## src/rtl/bitmix_rr_scheduler.sv

```systemverilog
// bitmix_rr_scheduler
// Round-robin scheduler that shares one 4-bit bit-remap unit between NREQ
// requesters. Only one transaction is in flight at a time.
// Transaction flow: IDLE accepts a request, EXEC computes the result,
// RSP holds the tagged response until the consumer takes it.
//
// Ports:
//   clk        rising-edge clock
//   rst        synchronous reset, active-high
//   req_valid  per-requester request valid            [NREQ]
//   req_data   per-requester operand, lane i = [4i+3:4i] [4*NREQ]
//   req_ready  per-requester accept, at most one bit high [NREQ]
//   rsp_valid  response valid
//   rsp_ready  consumer ready
//   rsp_data   transformed word                       [4]
//   rsp_and    AND-reduction of rsp_data
//   rsp_id     requester index of the response        [IDW]
//   busy       high whenever the FSM is not in IDLE
//   done_cnt   completed responses, wraps             [CNTW]
module bitmix_rr_scheduler #(
   parameter int NREQ = 4,
   parameter int IDW  = 2,
   parameter int CNTW = 8
) (
   input  logic                 clk,
   input  logic                 rst,
   input  logic [NREQ-1:0]      req_valid,
   input  logic [4*NREQ-1:0]    req_data,
   output logic [NREQ-1:0]      req_ready,
   output logic                 rsp_valid,
   input  logic                 rsp_ready,
   output logic [3:0]           rsp_data,
   output logic                 rsp_and,
   output logic [IDW-1:0]       rsp_id,
   output logic                 busy,
   output logic [CNTW-1:0]      done_cnt
);

   typedef enum logic [1:0] {S_IDLE, S_EXEC, S_RSP} state_t;

   state_t            r_state;
   logic [IDW-1:0]    r_ptr;
   logic [IDW-1:0]    r_id;
   logic [3:0]        r_op;
   logic [3:0]        r_rsp_data;
   logic              r_rsp_and;
   logic [IDW-1:0]    r_rsp_id;
   logic [CNTW-1:0]   r_done_cnt;

   logic              w_gnt_vld;
   logic [IDW-1:0]    w_gnt;
   logic [IDW:0]      w_sum;
   logic [IDW-1:0]    w_ptr_nxt;
   logic              w_accept;
   logic [3:0]        w_f;

   // Bit remap: MSB passes through, the two middle bits are its inverse,
   // LSB is tied high.
   function automatic logic [3:0] bitmix(input logic [3:0] x);
      return {x[3], ~x[3], ~x[3], 1'b1};
   endfunction

   // Search ptr, ptr+1, ... (mod NREQ); iterating from the far end lets the
   // nearest valid requester overwrite any farther candidate.
   always_comb begin
      w_gnt_vld = 1'b0;
      w_gnt     = '0;
      w_sum     = '0;
      for (int k = NREQ - 1; k >= 0; k--) begin
         w_sum = {1'b0, r_ptr} + (IDW+1)'(k);
         if (w_sum >= (IDW+1)'(NREQ))
            w_sum = w_sum - (IDW+1)'(NREQ);
         if (req_valid[w_sum[IDW-1:0]]) begin
            w_gnt_vld = 1'b1;
            w_gnt     = w_sum[IDW-1:0];
         end
      end
   end

   assign w_ptr_nxt = (w_gnt == IDW'(NREQ - 1)) ? '0 : w_gnt + IDW'(1);
   assign w_accept  = (r_state == S_IDLE) && !rst && w_gnt_vld;
   assign req_ready = w_accept ? (NREQ'(1) << w_gnt) : '0;
   assign w_f       = bitmix(r_op);

   always_ff @(posedge clk) begin
      if (rst) begin
         r_state    <= S_IDLE;
         r_ptr      <= '0;
         r_done_cnt <= '0;
         r_rsp_data <= '0;
         r_rsp_and  <= 1'b0;
         r_rsp_id   <= '0;
      end else begin
         case (r_state)
            S_IDLE: begin
               if (w_accept) begin
                  r_op    <= req_data[{w_gnt, 2'b00} +: 4];
                  r_id    <= w_gnt;
                  r_ptr   <= w_ptr_nxt;
                  r_state <= S_EXEC;
               end
            end
            S_EXEC: begin
               r_rsp_data <= w_f;
               r_rsp_and  <= &w_f;
               r_rsp_id   <= r_id;
               r_state    <= S_RSP;
            end
            S_RSP: begin
               if (rsp_ready) begin
                  r_done_cnt <= r_done_cnt + CNTW'(1);
                  r_state    <= S_IDLE;
               end
            end
            default: r_state <= S_IDLE;
         endcase
      end
   end

   assign rsp_valid = (r_state == S_RSP);
   assign busy      = (r_state != S_IDLE);
   assign rsp_data  = r_rsp_data;
   assign rsp_and   = r_rsp_and;
   assign rsp_id    = r_rsp_id;
   assign done_cnt  = r_done_cnt;

endmodule

```

## config.mk

```make
export PLATFORM = sky130hd
export DESIGN_NAME = bitmix_rr_scheduler
export DESIGN_NICKNAME = d
export VERILOG_FILES = /design/src/rtl/bitmix_rr_scheduler.sv
export SDC_FILE = /design/constraint.sdc
export NUM_CORES = 1
export LEC_CHECK = 0
export ABC_AREA = 1
export CAP_MARGIN = 20
export CORE_MARGIN = 8
export CORE_UTILIZATION = 45
export CTS_CLUSTER_SIZE = 16
export DETAILED_ROUTE_END_ITERATION = 8
export DONT_BUFFER_PORTS = 1
export GPL_ROUTABILITY_DRIVEN = 1
export RECOVER_POWER = 25
export SETUP_SLACK_MARGIN = 0.1
export SLEW_MARGIN = 20
export SYNTH_ARGS = -nofsm -noshare
export SYNTH_HDL_FRONTEND = slang
export SYNTH_SLANG_ARGS = --single-unit
```

## constraint.sdc

```tcl
create_clock -name clk -period 2 [get_ports clk]
set_input_delay 0.3 -clock clk [delete_from_list [all_inputs] [get_ports clk]]
set_output_delay 0.3 -clock clk [all_outputs]
set_load 0.02 [all_outputs]
```

==> results_dict.tcl <==
set metrics [dict create \
    routed_wl_um 2850 \
    dpl_worst_slack_ps 62.0 \
    setup_ws_ps -111 \
    htreeDepth 1 \
    max_stage_delay_ps 470 \
    grt_pass1_vias 983 \
    synth-warning-count 0 \
    overflow 0 \
    grt_usage 0.119 \
    min_path_type "in2reg" \
    start_kind "register" \
    syn_area_per_cell_um2 7.22 \
    vias 1041 \
    ys_seq_elements 20 \
    area_growth_pct 33.9 \
    rsz0062_at_grt "yes" \
    numCtsBuffers 3 \
    first_pass_iters 4 \
    netlist.area_leader.share 0.300 \
    post_drt_wl_per_cell_um 14.3 \
    io_buffers 0 \
    violations "negative setup slack" \
    fin_crit_sh 1.06 \
    cp_max_fo 7 \
    fin_worst_skew_ps 4.07 \
    tritoncts "done" \
    run_status "finished, violations left" \
    synth.distinct_cells 26 \
    fp.dieArea_um2 4380 \
    postRouteAntennaNets 0 \
    path_class "reg2out" \
    slowest_stage "dfxtp_4" \
    period_minus_slack_ps 2110 \
    synth_area_um2 1130 \
    io_pins 44 \
    ys_seq_area_frac 0.380 \
    synth_fp_nets 181 \
    path_clk_slew_ps 110 \
    drc 0 \
    cts.sinks 20 \
    worst_path_most_repeated_cell "nand2_2" \
    die_y_um 66.2 \
    worstSkewPairLatency_ps 300 \
    cp_cell_sequence "inv_6, nand2_1, nand2_2, nand2_2, nand2_1, inv_1, nand2_2, nand2_4, inv_4, buf_4, nor2_4, buf_6" \
    clock_path_buffers 2 \
    grt_pass1_wl_um 4240 \
    finalHoldViolations 0 \
    synth_top_area_cell "dfxtp_1" \
    max_freq_mhz 474 \
    via_per_inst 5.21 \
    hold_ws_ps 55.5 \
    hpwl_um 1940 \
    ys_top_cells_by_area "dfxtp_1, nand2_1, edfxtp_1" \
    drtIter0Drc 57 \
    diodes 0 \
    initial_core_util 0.466 \
    core_area_um2 2430 \
    place_congestion 0.919 \
    cp_data_required_time_ps 1700 \
    syn_inst 157 \
    powerDensity_nw_per_um2 1610 \
    setup_violations 3 \
    core.rowCount 18 \
    slew_viol_final 0 \
    grt_max_degree 13 \
    drive_gt1_frac 0.424 \
    endpoint_kind "primary output" \
    final_nets 195 \
    p_leak_nw 0.674 \
    cts-root-buf "clkbuf_4" \
    antenna_found_initial 0 \
    cap_violations 0 \
    arrival_ps 1810 \
    ir_worst_vdd_mv 1.08 \
    die-width_um 66.2 \
]
## worst paths after layout
check / startpoint / slack (ps) / to / cells after the start
worst max-delay path: r_ptr[0]$_SDFFE_PP0P_ / -110 / req_ready[0] / 12
worst min-delay path: rst / 60 / done_cnt[7]$_SDFFE_PP0P_ / 1
worst max register to register: r_ptr[0]$_SDFFE_PP0P_ / 340 / r_op[3]$_DFFE_PP_ / 12
worst min register to register: r_op[3]$_DFFE_PP_ / 470 / rsp_data[2]$_SDFFE_PP0N_ / 1
## per-layer routing
metal  wire [µm]  GRT usage  part of all wire  vias up
met2        1550      0.214              0.54       29
met4          34     0.0640             0.012        0
met1        1140      0.131              0.40      491
met5           0          0                 0        -
met3         126     0.0153             0.044        2
li1            -          -                 -      519
## logic make-up (layout without fill, tap and decap cells)
logic type | Yosys count | count (layout) | share of synthesized area
DFF | 20 | 20 | 0.380
AOI/OAI and AO/OA | 17 | 17 | 0.0872
and+or+nand+nor | 88 | 88 | 0.397
adders and majority gates | 1 | 1 | 0.0110
other | 1 | 1 | 0.00331
buffers and inverters | 28 | 41 | 0.106
xor gates and xnor gates | 2 | 2 | 0.0155
## Yosys cell counts
| master | instances |
|---|---|
| o21ai_2 | 2 |
| nor2_1 | 18 |
| dfxtp_1 | 17 |
| nor2_4 | 2 |
| nor2_2 | 1 |
| nand3_2 | 7 |
| clkbuf_1 | 1 |
| buf_4 | 2 |
| inv_1 | 21 |
| nor3_1 | 2 |
| nor3_2 | 1 |
| ha_1 | 1 |
| a21oi_1 | 7 |
| nand2_1 | 29 |
| edfxtp_1 | 3 |
| xnor2_1 | 1 |
| conb_1 | 1 |
| nand4_1 | 1 |
| o21a_1 | 1 |
| nand3_1 | 16 |
| o21ai_0 | 6 |
| xor2_1 | 1 |
| buf_6 | 1 |
| nand2_2 | 11 |
| inv_2 | 3 |
| a31o_2 | 1 |
## layout by cell type, fill, tap and decap left out, types with 4 or more instances in the layout
cell type	netlist	layout
inv_1	21	18
a21oi_1	7	7
nand3_2	7	8
dfxtp_1	17	15
nand3_4	0	4
nand2_4	0	11
nand2_1	29	15
buf_4	2	8
o21ai_0	6	6
nand3_1	16	11
nand2_2	11	13
buf_6	1	5
nor2_1	18	15
## through the flow
| step | util | instance area, µm² | setup TNS, ps | std cells | total power (W) |
|---|---|---|---|---|---|
| 2_1_floorplan | - | 1130 | 0 | 157 | 0.00131 |
| 3_3_place_gp | 0.481 | 1170 | 0 | 187 | 0.00145 |
| 3_5_place_dp | 0.481 | 1170 | 0 | 187 | 0.00147 |
| 4_1_cts | 0.528 | 1280 | -117 | 192 | 0.00194 |
| 5_1_grt | 0.624 | 1520 | -660 | 200 | 0.00260 |
| 6_report | 0.624 | 1520 | -241 | 200 | 0.00245 |
## cell type report
| cell class | count | area [µm²] |
|---|---|---|
| fill | 217 | 915 |
| multi-input combinational | 109 | 769 |
| sequential | 20 | 438 |
| timing repair buffer | 13 | 116 |
| inverter | 24 | 104 |
| tap | 30 | 37.5 |
| clock inverter | 1 | 30.0 |
| clock buffer | 3 | 22.5 |
## critical path: cells and delay by family (launching register included)
kind	cells	cell delay, ps
and+or+nand+nor	7	570
DFF	1	470
buffers and inverters	5	460
## where the power goes
part	switching, W	internal, W
registers	0.000131	0.000518
clock network	0.000123	0.000202
logic	0.000885	0.000587
## flip-flops by register name (all words and copies together), names as in the netlist
| register | count |
|---|---|
| r_op | 1 |
| r_id | 2 |
| rsp_id | 2 |
| r_ptr | 2 |
| r_state | 2 |
| done_cnt | 8 |
| rsp_data | 3 |
## repair_timing
item,CTS,global route
setup endpoints to repair,4,4
hold buffers,0,0
resized for setup,18,40
buffers inserted,1,8
pin swaps,8,18
No activity file was read; power rests on OpenSTA's default activity.
